--- src/rtl/uart_pkg.sv ---
// Shared UART definitions for the transmitter and receiver: state and parity encodings
// plus the baud divisor helper.
package uart_pkg;

  typedef enum logic [2:0] {
    IDLE,
    START,
    DATA,
    PARITY,
    STOP
  } txState_e;

  typedef enum logic [1:0] {
    PAR_NONE,
    PAR_ODD,
    PAR_EVEN
  } parity_e;

  function automatic int unsigned clks_per_bit(input int unsigned sysFreq,
                                               input int unsigned baudRate);
    return sysFreq / baudRate;
  endfunction

  // Odd wins when both checks are requested.
  function automatic parity_e parityMode(input logic checkOdd, input logic checkEven);
    if (checkOdd) return PAR_ODD;
    if (checkEven) return PAR_EVEN;
    return PAR_NONE;
  endfunction

endpackage

--- src/rtl/uart_baud_tick.sv ---
// Bit-period down-counter: reloads on clear and at every bit boundary, and flags the
// last cycle of a bit (bitEnd) and the cycle before it (bitPreEnd), both registered.
module uart_baud_tick #(
  parameter int unsigned CPB = 33
) (
  input  logic Clk,
  input  logic Rst,
  input  logic iClear,
  input  logic iRun,
  output logic oBitEnd,
  output logic oBitPreEnd
);

  localparam int unsigned CNT_W = (CPB > 1) ? $clog2(CPB) : 1;
  localparam logic [CNT_W-1:0] RELOAD = CNT_W'(CPB - 1);

  logic [CNT_W-1:0] cnt;
  logic [CNT_W-1:0] cntNext;
  logic             active;
  logic             bitEnd;
  logic             bitPreEnd;

  assign active = iClear | iRun;

  always_comb begin
    cntNext = '0;
    if (iClear) begin
      cntNext = RELOAD;
    end else if (iRun) begin
      cntNext = (cnt == '0) ? RELOAD : cnt - CNT_W'(1);
    end
  end

  // Flags are computed from the next count so they line up with the cycle they describe.
  always_ff @(posedge Clk) begin
    if (Rst) begin
      cnt       <= '0;
      bitEnd    <= 1'b0;
      bitPreEnd <= 1'b0;
    end else begin
      cnt       <= cntNext;
      bitEnd    <= active && (cntNext == '0);
      bitPreEnd <= active && (cntNext == CNT_W'(1));
    end
  end

  assign oBitEnd    = bitEnd;
  assign oBitPreEnd = bitPreEnd;

endmodule

--- src/rtl/uart_tx_core.sv ---
// UART transmitter: one byte per Val/Rdy handshake, start bit, LSB-first data,
// optional parity and STOP_BITS stop bits, with a done pulse on the last stop cycle.
module uart_tx_core
  import uart_pkg::*;
#(
  parameter int unsigned BAUD_RATE = 3_000_000,
  parameter int unsigned SYS_FREQ  = 100_000_000,
  parameter int unsigned DATA_BITS = 8,
  parameter int unsigned STOP_BITS = 1
) (
  input  logic                 Clk,
  input  logic                 Rst,
  input  logic                 iTx_Val,
  input  logic [DATA_BITS-1:0] iTx_Data,
  input  logic                 iTx_Check_odd,
  input  logic                 iTx_Check_even,
  output logic                 oTx_Bit,
  output logic                 oTx_Rdy,
  output logic                 oTx_done
);

  localparam int unsigned CPB    = clks_per_bit(SYS_FREQ, BAUD_RATE);
  localparam int unsigned IDX_W  = $clog2(DATA_BITS + 1);
  localparam int unsigned STOP_W = 1;
  localparam logic [IDX_W-1:0]  LAST_IDX  = IDX_W'(DATA_BITS - 1);
  localparam logic [STOP_W-1:0] LAST_STOP = STOP_W'(STOP_BITS - 1);

  if (CPB < 2) begin : gBadCpb
    $error("uart_tx_core: SYS_FREQ/BAUD_RATE must be at least 2");
  end
  if (DATA_BITS < 5 || DATA_BITS > 8) begin : gBadDataBits
    $error("uart_tx_core: DATA_BITS must be 5..8");
  end
  if (STOP_BITS < 1 || STOP_BITS > 2) begin : gBadStopBits
    $error("uart_tx_core: STOP_BITS must be 1 or 2");
  end

  txState_e             state, stateNext;
  logic [DATA_BITS-1:0] dataSh, dataNext;
  parity_e              parMode, parModeNext;
  logic                 parBit, parBitNext;
  logic [IDX_W-1:0]     bitIdx, idxNext;
  logic [STOP_W-1:0]    stopIdx, stopNext;
  logic                 txBit, bitNext;
  logic                 txRdy, rdyNext;
  logic                 txDone, doneNext;
  logic                 accept;
  logic                 bitEnd;
  logic                 bitPreEnd;

  uart_baud_tick #(
    .CPB(CPB)
  ) uBaudTick (
    .Clk       (Clk),
    .Rst       (Rst),
    .iClear    (accept),
    .iRun      (state != IDLE),
    .oBitEnd   (bitEnd),
    .oBitPreEnd(bitPreEnd)
  );

  always_ff @(posedge Clk) begin
    if (Rst) begin
      state   <= IDLE;
      dataSh  <= '0;
      parMode <= PAR_NONE;
      parBit  <= 1'b0;
      bitIdx  <= '0;
      stopIdx <= '0;
      txBit   <= 1'b1;
      txRdy   <= 1'b1;
      txDone  <= 1'b0;
    end else begin
      state   <= stateNext;
      dataSh  <= dataNext;
      parMode <= parModeNext;
      parBit  <= parBitNext;
      bitIdx  <= idxNext;
      stopIdx <= stopNext;
      txBit   <= bitNext;
      txRdy   <= rdyNext;
      txDone  <= doneNext;
    end
  end

  // Each transition loads the line value for the upcoming bit so oTx_Bit stays registered.
  always_comb begin
    stateNext   = state;
    dataNext    = dataSh;
    parModeNext = parMode;
    parBitNext  = parBit;
    idxNext     = bitIdx;
    stopNext    = stopIdx;
    bitNext     = txBit;
    rdyNext     = txRdy;
    doneNext    = 1'b0;
    accept      = 1'b0;

    unique case (state)
      IDLE: begin
        bitNext = 1'b1;
        rdyNext = 1'b1;
        if (iTx_Val) begin
          accept      = 1'b1;
          stateNext   = START;
          dataNext    = iTx_Data;
          parModeNext = parityMode(iTx_Check_odd, iTx_Check_even);
          parBitNext  = iTx_Check_odd ? ~^iTx_Data : ^iTx_Data;
          bitNext     = 1'b0;
          rdyNext     = 1'b0;
        end
      end
      START: begin
        if (bitEnd) begin
          stateNext = DATA;
          bitNext   = dataSh[0];
          dataNext  = dataSh >> 1;
          idxNext   = '0;
        end
      end
      DATA: begin
        if (bitEnd) begin
          if (bitIdx == LAST_IDX) begin
            if (parMode != PAR_NONE) begin
              stateNext = PARITY;
              bitNext   = parBit;
            end else begin
              stateNext = STOP;
              bitNext   = 1'b1;
              stopNext  = '0;
            end
          end else begin
            idxNext  = bitIdx + IDX_W'(1);
            bitNext  = dataSh[0];
            dataNext = dataSh >> 1;
          end
        end
      end
      PARITY: begin
        if (bitEnd) begin
          stateNext = STOP;
          bitNext   = 1'b1;
          stopNext  = '0;
        end
      end
      STOP: begin
        if (bitPreEnd && stopIdx == LAST_STOP) begin
          doneNext = 1'b1;
        end
        if (bitEnd) begin
          if (stopIdx == LAST_STOP) begin
            stateNext = IDLE;
            rdyNext   = 1'b1;
          end else begin
            stopNext = stopIdx + STOP_W'(1);
          end
        end
      end
      default: begin
        stateNext = IDLE;
        bitNext   = 1'b1;
        rdyNext   = 1'b1;
      end
    endcase
  end

  assign oTx_Bit  = txBit;
  assign oTx_Rdy  = txRdy;
  assign oTx_done = txDone;

endmodule

--- config.mk ---
export PLATFORM = sky130hd
export DESIGN_NAME = uart_tx_core
export DESIGN_NICKNAME = d
export VERILOG_FILES = /design/src/rtl/uart_pkg.sv /design/src/rtl/uart_baud_tick.sv /design/src/rtl/uart_tx_core.sv
export SDC_FILE = /design/constraint.sdc
export NUM_CORES = 1
export LEC_CHECK = 0
export ABC_AREA = 1
export BUFFER_PORTS_ARGS = -buffer_cell sky130_fd_sc_hd__clkbuf_2
export CAP_MARGIN = 0
export CORE_ASPECT_RATIO = 0.9
export CORE_MARGIN = 4
export CORE_UTILIZATION = 36
export DETAILED_ROUTE_END_ITERATION = 7
export PLACE_DENSITY_LB_ADDON = 0.05
export SLEW_MARGIN = 10
export SYNTH_ARGS = -nofsm -noshare
export SYNTH_HDL_FRONTEND = slang
export SYNTH_SLANG_ARGS = --single-unit
export TNS_END_PERCENT = 1
--- constraint.sdc ---
create_clock -name Clk -period 2.1 [get_ports Clk]
set_clock_uncertainty 0.2 [all_clocks]
set_input_delay 0.21 -clock Clk [delete_from_list [all_inputs] [get_ports Clk]]
set_output_delay 0.21 -clock Clk [all_outputs]
set_load 0.02 [all_outputs]
==> key figures <==
Cells and area
  • Antenna cells: 0
  • Area Growth Syn to Fin: 15.9%
  • Util after Layout: 43.9%
  • Final nets: 311
  • Share of layout cells above drive strength 1: 13.9%

Routing
  • Remaining antenna violation count: 0
  • Initial DRT Pass Iterations: 4
  • Iter 0 DRT Violations: 75
  • Total routed wirelength: 3630 um
  • Routed vias/inst: 4.39
  • Routed WL per cell: 10.1 um
  • Vias: 1,573
  • Drc violations: 0

STA
  • Slew headroom: 79.5%
  • Crit share post-route: 80.4%
  • Hold Vio Cnt, Final: 0
  • Worst Tran Pin Value: 0.304 ns
  • Unrepaired setup endpoints after global routing: false
  • # setup viols final: 0
  • Final min period: 1.69 ns
  • Setup TNS: 0 ns
  • F_max: 592 MHz
  • Fin. max-slew vios: 0

Pwr
  • VDD IR max: 0.704 mV
  • Switching Share: 44.5%
  • Switch Pwr: 1320 uW
  • Comb pwr share: 50.1%
  • Pleak: 0.00101 uW
  • Power Internal: 1640 uW
  • PD cells: 1490 mW/mm^2
  • Clk pwr share: 20.0%
  • Design Power: 2960 uW
  • Sequential power share: 29.8%

Logic synthesis
  • Yosys top cell by area: dfxtp_1
  • Yosys warns: 0
  • Yosys reg bits: 29
  • Top-count cell post-synth: nand2_1
  • Synth top area cells: dfxtp_1, nand2_1, nor2_1
  • Post-synth top cells: nand2_1, nor2_1, inv_1, dfxtp_1, nand3_1
  • Post-synth ARST share: 0%
  • Avg Inst Size Synth: 6.24 um^2
  • Sequential-to-total area share from yosys stat: 33.9%
  • Synth Flop Type: dfxtp_1
  • Post-synth EDFFs: 0
  • Synthesized area: 0.00171 mm^2
  • Syn Nets: 290
  • Gate Count Post-Synth: 274
  • Synth top area share: 33.9%
  • Library cells used by synthesis: 26

CTS
  • Clk sink count: 29
  • Total CTS buffers: 5
  • Clk_lat worst skew: 0.28 ns
  • H-tree Lvls: 2
  • CTS-repair resized insts: 0
  • Clk buf depth: 2
  • Clock transition at path regs: 0.06 ns
  • CTS tree: done
  • Clk root buf: clkbuf_8

Floorplan
  • Die X: 80.7 um
  • Starting Density: 37.9%
  • Die area: 0.00592 mm^2
  • Die Height: 73.4 um
  • # IOs: 16
  • FP Rows: 23
  • Core area: 0.00452 mm^2

Run
  • Max-Cap Viols: 0

Worst setup path
  • Startpoint Class: register
  • Cells along the critical path: inv_1 -> nand3_2 -> nand2_4 -> a21oi_1 -> nand3_1 -> nand2_1 -> nor2_1
  • Worst EP arrival: 1.66 ns
  • Critical path class: reg2reg
  • Crit. End Element: register
  • CP max stage cell: dfxtp_1
  • Critical path's largest stage delay: 0.49 ns
  • Critical path required time: 2.07 ns
  • Crit-path max FO: 17

Placed design
  • GPL Wtd Cong: 0.756
  • IO buf count: 15
  • Post-DP HPWL: 2820 um

Hold path
  • Tightest Hold Check Type: in2reg

Global routing
  • Vias in the first global route: 1,377
  • Initial antenna violation count: 0
  • First-pass GRT wire length: 6110 um
  • Largest net degree at the start of global routing: 18
  • GRT Total Usage: 13.7%
  • GRT overflow: 0

Run status
  • Outcome: finished, final reports clean
per-stage QoR:
step,cells,setup WS (ns),area (um^2),hold WS [ns]
floorplan,274,0.609,1710,0.153
global placement,348,0.392,1850,0.232
detailed placement,348,0.429,1850,0.225
CTS,358,0.419,1980,0.0488
global route,358,0.232,1980,0.0857
finish,358,0.411,1980,0.0534
cell families (layout without fill, tap and decap cells):
logic type,Yosys count,in the layout,share of synthesized area (%)
AOI/OAI and AO/OA,30,30,9.14
buffers and inverters,48,70,11.1
DFF,29,29,33.9
xor gates and xnor gates,3,3,1.54
and+or+nand+nor,161,161,42.1
adders and majority gates,3,3,2.19
cell type report:
cell class / instances / area [um^2]
clock inverters: 1 / 30.0
clock buffers: 7 / 86.3
flip-flops and latches: 29 / 581
multi-input cells: 197 / 940
well taps: 62 / 77.6
inverters: 44 / 165
fillers: 507 / 2540
repair buffers: 18 / 103
flip-flops by register name, summed over array words and instances, names as in the netlist, 2 cells and up:
name and count:
dataSh 8, uBaudTick.cnt 6, bitIdx 4, state 3
parMode 2
path summary, 6_finish.rpt:
check | end | start | slack, ns | cells past startpoint
hold reg to reg | oTx_done | uBaudTick.oBitPreEnd | 0.23 | 2
setup reg to reg | state[2] | state[2] | 0.41 | 7
setup / recovery | state[2] | state[2] | 0.41 | 7
hold / removal | parMode[1] | iTx_Val | 0.05 | 4
routing by layer:
layer  up-vias  share of wire (%)  global-route usage (%)
met4         0                1.3                    5.63
met2        22                 39                    18.8
li1        892                  -                       -
met1       655                 55                    19.5
met5         -                  0                       0
met3         4                4.8                    4.41
critical path, delay by kind of cell (launching register included):
family                 cells  cell delay (ns)
AND/OR/NAND/NOR            5             0.50
flip-flops                 1             0.49
AO/OA/AOI/OAI              1             0.28
buffers and inverters      1             0.12
power groups by stage:
| stage | clock network [uW] | registers [uW] | logic [uW] |
|---|---|---|---|
| floorplan | 0 | 883 | 1220 |
| global route | 639 | 907 | 1720 |
| detailed placement | 0 | 891 | 1480 |
| finish | 593 | 883 | 1480 |
| CTS | 615 | 881 | 1490 |
| global placement | 0 | 897 | 1500 |
placed cells by master (no fill, tap or decap):
master,netlist,layout
dfxtp_1,29,29
ha_1,3,3
xor2_1,2,2
clkbuf_8,0,6
a31oi_1,1,1
nand3_4,1,1
dlygate4sd3_1,0,2
a21oi_1,10,10
o21a_1,1,1
nand2_2,6,6
nand2_4,3,3
bufinv_16,0,1
buf_4,0,1
nand3_1,19,19
clkbuf_1,1,1
clkbuf_2,0,15
nand3_2,2,2
inv_2,2,2
nand3b_1,1,1
nor2_4,1,1
o211ai_1,1,1
xnor2_1,1,1
nor3_1,1,1
nand2_1,76,76
o21ai_0,17,17
nor2_2,3,3
nand4_1,3,3
inv_1,42,42
nor2_1,45,45
repair_timing:
| item | CTS | global route |
|---|---|---|
| hold endpoints to repair | 2 | 0 |
| buffers inserted | 0 | 0 |
| hold buffers | 2 | 0 |
No activity file was read; power rests on OpenSTA's default activity.
